==> src/rtl/contatore_mod.sv <==
// contatore_mod: parametrised modulo-N up/down counter with synchronous load,
// count enable, combinational terminal-count flag and registered wrap pulse.
// Optional feature macro: CONTATORE_SATURATE_EN -- when defined the counter
// holds at its boundary instead of wrapping, and the wrap pulse never fires.
module contatore_mod #(
  parameter int WIDTH   = 3,
  parameter int MODULUS = 8
) (
  input  logic             i_clock,
  input  logic             i_reset,
  input  logic             i_en,
  input  logic             i_up,
  input  logic             i_load,
  input  logic [WIDTH-1:0] i_load_value,
  output logic [WIDTH-1:0] o_out,
  output logic             o_tc,
  output logic             o_wrap
);

  // Reject out-of-range configurations at elaboration time.
  if (WIDTH < 1 || WIDTH > 16) begin : g_bad_width
    $error("contatore_mod: WIDTH must be in 1..16");
  end
  if (MODULUS < 2 || MODULUS > (1 << WIDTH)) begin : g_bad_modulus
    $error("contatore_mod: MODULUS must be in 2..2**WIDTH");
  end

  // One extra bit of headroom so the clamp compare and +/-1 never alias.
  localparam logic [WIDTH:0] C_MAX = (WIDTH+1)'(MODULUS - 1);
  localparam logic [WIDTH:0] C_ONE = (WIDTH+1)'(1);

  logic [WIDTH-1:0] r_out;
  logic             r_wrap;

  logic [WIDTH:0]   w_cur;
  logic [WIDTH:0]   w_lv;
  logic [WIDTH:0]   w_next;
  logic             w_wrap_next;
  logic             w_at_max;
  logic             w_at_zero;
  logic             w_unused_msb;

  assign w_cur     = {1'b0, r_out};
  assign w_lv      = {1'b0, i_load_value};
  assign w_at_max  = (w_cur == C_MAX);
  assign w_at_zero = (w_cur == '0);

  // Terminal count doubles as the carry-enable for a cascaded stage.
  assign o_tc   = i_en & (i_up ? w_at_max : w_at_zero);
  assign o_out  = r_out;
  assign o_wrap = r_wrap;

  // The next value never exceeds MODULUS-1, so the headroom bit is always 0.
  assign w_unused_msb = w_next[WIDTH];

  // Next-state: load beats count, count beats hold; wrap only on a boundary step.
  always_comb begin
    w_next      = w_cur;
    w_wrap_next = 1'b0;
    if (i_load) begin
      w_next = (w_lv > C_MAX) ? C_MAX : w_lv;
    end else if (i_en) begin
      if (i_up) begin
        if (w_at_max) begin
`ifdef CONTATORE_SATURATE_EN
          w_next = w_cur;
`else
          w_next      = '0;
          w_wrap_next = 1'b1;
`endif
        end else begin
          w_next = w_cur + C_ONE;
        end
      end else begin
        if (w_at_zero) begin
`ifdef CONTATORE_SATURATE_EN
          w_next = w_cur;
`else
          w_next      = C_MAX;
          w_wrap_next = 1'b1;
`endif
        end else begin
          w_next = w_cur - C_ONE;
        end
      end
    end
  end

  // Count and wrap registers, cleared immediately by reset.
  always_ff @(posedge i_clock or posedge i_reset) begin
    if (i_reset) begin
      r_out  <= '0;
      r_wrap <= 1'b0;
    end else begin
      r_out  <= w_next[WIDTH-1:0];
      r_wrap <= w_wrap_next;
    end
  end

endmodule

==> config.mk <==
export PLATFORM = sky130hd
export DESIGN_NAME = contatore_mod
export DESIGN_NICKNAME = d
export VERILOG_FILES = /design/src/rtl/contatore_mod.sv
export SDC_FILE = /design/constraint.sdc
export NUM_CORES = 1
export LEC_CHECK = 0
export ABC_AREA = 1
export CORE_AREA = 2 2 39 41
export CTS_CLUSTER_DIAMETER = 60
export DETAILED_ROUTE_END_ITERATION = 10
export DIE_AREA = 0 0 41 43
export GPL_TIMING_DRIVEN = 0
export PLACE_DENSITY = 0.54
export SYNTH_ARGS = -nofsm -noshare
export SYNTH_HDL_FRONTEND = slang
export SYNTH_SLANG_ARGS = --single-unit
export TNS_END_PERCENT = 1
==> constraint.sdc <==
create_clock -name i_clock -period 1.46 [get_ports i_clock]
set_input_delay 0.219 -clock i_clock [delete_from_list [all_inputs] [get_ports i_clock]]
set_output_delay 0.219 -clock i_clock [all_outputs]
set_load 0.05 [all_outputs]
==> impl_metrics.json, run 1 <==
{
  "yosysWarnings": 0,
  "wirelength_um": 766,
  "core_um2": 1380,
  "violations": "setup timing",
  "routedWlPerCell_um": 9.58,
  "die-area_um2": 1760,
  "synth_seq_cells": 4,
  "power_mw": 0.525,
  "regArea_um2": 104,
  "clock_latency_ns": 0.24,
  "drc_errors": 0,
  "netlist_area_um2": 314,
  "chipWidth_um": 41,
  "avgSynthCellArea_um2": 7.48,
  "period_share_pct": 112,
  "max_slew_margin_pct": 68.0,
  "synth_top_cell_by_area": "dfrtp_1",
  "hold_slack_ns": 0.159,
  "maxCapViolCount": 0,
  "numCtsBuffers": 3,
  "grt_max_degree": 7,
  "fillers": 144,
  "ant_nets": 0,
  "fmax_mhz": 613,
  "syn-num-nets": 54,
  "final-hold-violation-count": 0,
  "fp-row-count": 14,
  "hp-class": "input port to async pin",
  "r2r-start": "o_out[1]$_DFFE_PP0P_",
  "fin_skew_ns": 0.00616,
  "placed_area_um2": 487,
  "layout_common_cells": "nand2_1 (7), clkdlybuf4s50_1 (7), buf_4 (6)",
  "clock_sinks": 4,
  "gp_congestion": 0.724,
  "clkTransAtPathRegs_ns": 0.04,
  "p_leak_nw": 0.277,
  "ios": 13,
  "end_kind": "output pin",
  "drive_gt1_share_pct": 42.2,
  "antenna_cells": 0,
  "start_util_pct": 22.7,
  "crit_arrival_ns": 1.41,
  "synth_cells": 42,
  "htree_levels": 1,
  "avgViaCountPerCell": 4.20,
  "dp_slack_ns": -0.641,
  "clockRootBuffer": "clkbuf_4",
  "finalCriticalPeriod_ns": 1.63,
  "area_growth_syn_to_layout_pct": 84.1,
  "crit_type": "flip-flop to output pin",
  "post-dp-hpwl_um": 593,
  "fin_ws_ns": -0.171,
  "p_per_area_nw_per_um2": 908,
  "cts_tree": "done",
  "synth.yosys.seq_area_share_pct": 31.9,
  "ir_drop_mv": 0.338,
  "grt_pass1_vias": 313,
  "crit_fanout": 4,
  "r2r_cells": 7,
  "die_h_um": 43,
  "worst-slew-pin-transition_ns": 0.482,
  "finalSetupViolCount": 2,
  "portBuffers": 12,
  "drtPass1Iterations": 2,
  "slew_viol_final": 0,
  "first_iter_violations": 1,
  "antenna_found_initial": 0,
  "synth.distinct_cells": 14,
  "fin_nets": 77,
  "rsz0062_at_grt": "true",
  "cts_buffer_depth": 2,
  "crit_path_start_kind": "flip-flop",
  "synth_top_area_share_pct": 31.9,
  "synthTopCellsByArea": "dfrtp_1 (32%), ha_1 (16%), nand2_1 (9.6%), inv_1 (8.4%), a22oi_1 (7.2%)",
  "fin_util_pct": 41.8,
  "grt_use_total_pct": 10.8,
  "gr-total-overflow": 0,
  "status": "complete, but fails checks",
  "cts_hold_buf": 0,
  "crit_required_ns": 1.24,
  "crit_start": "o_out[1]$_DFFE_PP0P_",
  "vias": 336,
  "multi_input_area_um2": 240,
  "grt_pass1_wl_um": 1270,
  "final_area_um2": 578
}
## cells in the mapped netlist
cell type and number:
dfrtp_1 4, nand3_1 1, a21boi_1 1, nor2_1 4, nand2_1 8, o21ai_0 2, a21oi_1 2, nor2_2 2
inv_2 1, xnor2_1 1, inv_1 7, ha_1 4, a22oi_1 3, nand2_2 2
## sequential cells by signal, summed over array words and instances (netlist names)
signal	count
o_out	3
o_wrap	1
## worst paths after layout
| check | endpoint | slack, ns |
|---|---|---|
| max in group asynchronous | o_out[2]$_DFFE_PP0P_ | 1.13 |
| hold / removal | o_out[0]$_DFFE_PP0P_ | 0.16 |
| setup reg to reg | o_out[2]$_DFFE_PP0P_ | 0.17 |
| hold reg to reg | o_out[2]$_DFFE_PP0P_ | 0.65 |
| setup / recovery | o_tc | -0.17 |
| min in group i_clock | o_out[1]$_DFFE_PP0P_ | 0.60 |
## layout make-up
class / count / area share [%]
inverters: 8 / 5.19
repair buffers: 18 / 27.3
clock buffers: 4 / 4.55
well taps: 16 / 3.46
multi-input cells: 30 / 41.6
flip-flops and latches: 4 / 18.0
## through the flow
stage	setup TNS [ns]	cells
floorplan	-0.0861	42
global placement	-0.667	70
detailed placement	-0.672	70
finish	-0.171	80
CTS	-0.259	74
global route	-0.253	80
## routing by layer
layer / vias to the layer above / GRT usage, % / wire [µm]
met5: - / 0 / 0
li1: 176 / - / -
met2: 7 / 15.3 / 399
met1: 153 / 14.9 / 340
met3: 0 / 1.57 / 26
met4: 0 / 6.00 / 0
## cells by family (layout without fill, tap and decap cells)
logic type / Yosys count / in the layout / synth area share (%)
simple gates: 17 / 17 / 23.9
compound gates: 8 / 8 / 15.9
buf+inv: 8 / 30 / 9.56
fa+ha+maj: 4 / 4 / 15.9
flops: 4 / 4 / 31.9
xor+xnor: 1 / 1 / 2.79
## what timing repair did
item / CTS / global route
resized for setup: 11 / 7
setup endpoints to repair: 5 / 2
pin swaps: 0 / 3
buffers inserted: 0 / 6
## where the power goes
group	total, mW	internal (mW)	leakage [nW]	switching [mW]
logic	0.229	0.104	0.215	0.126
registers	0.145	0.125	0.0466	0.0198
clock network	0.150	0.103	0.0150	0.0476
## critical path, stage by stage, from the launching register on
cell,delay (ns)
dfrtp_2,0.42
buf_4,0.15
ha_4,0.15
ha_4,0.16
nand2_2,0.08
a21boi_4,0.06
buf_6,0.15
No activity file was read; power rests on OpenSTA's default activity.
==> run 2: changes to the inputs <==
Settings changed: DONT_BUFFER_PORTS from default to 1, PLACE_DENSITY 0.54 to 0.42.
==> impl_metrics.json, run 2 (same netlist as run 1, synthesis figures left out) <==
{
  "fillers": 151,
  "post-dp-hpwl_um": 580,
  "p_per_area_nw_per_um2": 1010,
  "clock_sinks": 4,
  "reg2reg_slack_ns": -0.09,
  "final-hold-violation-count": 0,
  "ant_nets": 0,
  "wirelength_um": 750,
  "hp-class": "input port to flip-flop",
  "hold_slack_ns": 0.134,
  "timing.rr.end": "o_out[2]$_DFFE_PP0P_",
  "grt_pass1_wl_um": 1250,
  "ir_drop_mv": 0.570,
  "area_growth_syn_to_layout_pct": 51.4,
  "drc_errors": 0,
  "crit_arrival_ns": 1.60,
  "core_um2": 1380,
  "first_iter_violations": 3,
  "clockRootBuffer": "clkbuf_4",
  "finalCriticalPeriod_ns": 1.82,
  "htree_levels": 1,
  "die-area_um2": 1760,
  "drive_gt1_share_pct": 48.1,
  "numCtsBuffers": 3,
  "worst-slew-pin-transition_ns": 0.447,
  "grt_max_degree": 7,
  "layout_commonest_cell": "nand2_1",
  "crit_fanout": 5,
  "cts_tree": "done",
  "routedWlPerCell_um": 11.0,
  "dpl.cell_count": 58,
  "fin_nets": 65,
  "stdcell_count": 68,
  "crit_path_start_kind": "flip-flop",
  "start_util_pct": 22.7,
  "end_kind": "output pin",
  "drtPass1Iterations": 4,
  "portBuffers": 0,
  "multi_input_area_um2": 243,
  "finalSetupTns_ns": -0.446,
  "maxCapViolCount": 0,
  "p_leak_nw": 0.220,
  "slew_viol_final": 0,
  "chipWidth_um": 41,
  "crit_required_ns": 1.24,
  "max_slew_margin_pct": 70.2,
  "clkTransAtPathRegs_ns": 0.04,
  "status": "complete, but fails checks",
  "hp-start": "i_load_value[1]",
  "grt_pass1_vias": 288,
  "r2r_cells": 10,
  "avgViaCountPerCell": 4.56,
  "fp-row-count": 14,
  "fmax_mhz": 550,
  "antenna_cells": 0,
  "regArea_um2": 106,
  "placed_area_um2": 367,
  "layout_common_cells": "nand2_1 (7), buf_4 (5), inv_1 (4)",
  "rsz0062_at_grt": "true",
  "period_share_pct": 125,
  "largest_reg_flops": 3,
  "crit_type": "flip-flop to output pin",
  "final_area_um2": 475,
  "fin_skew_ns": 0.0124,
  "finalSetupViolCount": 2,
  "cts_buffer_depth": 2,
  "gr-total-overflow": 0,
  "hold_end": "o_out[1]$_DFFE_PP0P_",
  "holdPathStages": 2,
  "r2r-start": "o_out[1]$_DFFE_PP0P_",
  "grt_use_total_pct": 11.0,
  "gp_congestion": 0.654,
  "ios": 13,
  "fin_ws_ns": -0.358,
  "antenna_found_initial": 0,
  "violations": "setup timing",
  "die_h_um": 43,
  "vias": 310,
  "clock_latency_ns": 0.24
}
run 2: cell count changes in the layout (fill, tap and decap cells not counted), sizes merged:
cell           previous run  this run
buf                       7         5
clkbuf                    5         4
clkdlybuf4s50             7         0
dlygate4sd2               3         0
dlygate4sd3               0         1
run 2: worst max-delay path: stages (launching register included):
cell and delay (ns):
dfrtp_4 0.58, inv_4 0.10, ha_4 0.13, inv_2 0.04
nor2_4 0.08, nand2_2 0.08, a21boi_4 0.36
run 2: stage by stage:
step                setup slack, ns  utilization [%]  power, mW
floorplan                   -0.0861                -      0.268
global placement             -0.169             26.5      0.287
detailed placement           -0.172             26.5      0.287
CTS                          -0.402             33.5      0.484
global route                 -0.429             34.4      0.533
finish                       -0.358             34.4      0.481
run 2: area by class of cell:
class                      count  area share, %
inverter                       8           6.84
clock buffer                   4           5.53
tap                           16           4.21
timing repair buffer           6           10.0
multi-input combinational     30           51.1
sequential                     4           22.4
run 2: worst max path at each step:
| stage | end | from | slack [ns] | cells past startpoint |
|---|---|---|---|---|
| 3_5_place_dp | o_tc | o_out[0]$_DFFE_PP0P_ | -0.17 | 6 |
| 2_1_floorplan | o_tc | o_out[0]$_DFFE_PP0P_ | -0.09 | 6 |
| 3_3_place_gp | o_tc | o_out[0]$_DFFE_PP0P_ | -0.17 | 6 |
| 4_1_cts | o_tc | o_out[1]$_DFFE_PP0P_ | -0.40 | 6 |
| 6_report | o_tc | o_out[0]$_DFFE_PP0P_ | -0.36 | 6 |
| 5_1_grt | o_tc | o_out[0]$_DFFE_PP0P_ | -0.43 | 6 |
run 2: routing by layer:
layer | vias up | global-route usage [%] | part of all wire (%) | wire, µm
met5 | - | 0 | 0 | 0
met4 | 0 | 0 | 0 | 0
met3 | 0 | 7.85 | 8.7 | 65
met2 | 12 | 15.6 | 51 | 383
met1 | 142 | 14.2 | 40 | 301
li1 | 156 | - | - | -
run 2: power by group:
part	switching [mW]	total, mW	leakage [nW]	internal (mW)
Clock	0.0468	0.149	0.0150	0.103
Sequential	0.0699	0.196	0.0467	0.126
Combinational	0.0652	0.135	0.158	0.0702
run 2: what timing repair did:
action                     in CTS  in global routing
pin swaps                       4                  4
buffers inserted                4                  1
hold endpoints to repair        4                  0
hold buffers                    1                  0
resized for setup               6                  2
setup endpoints to repair       1                  4
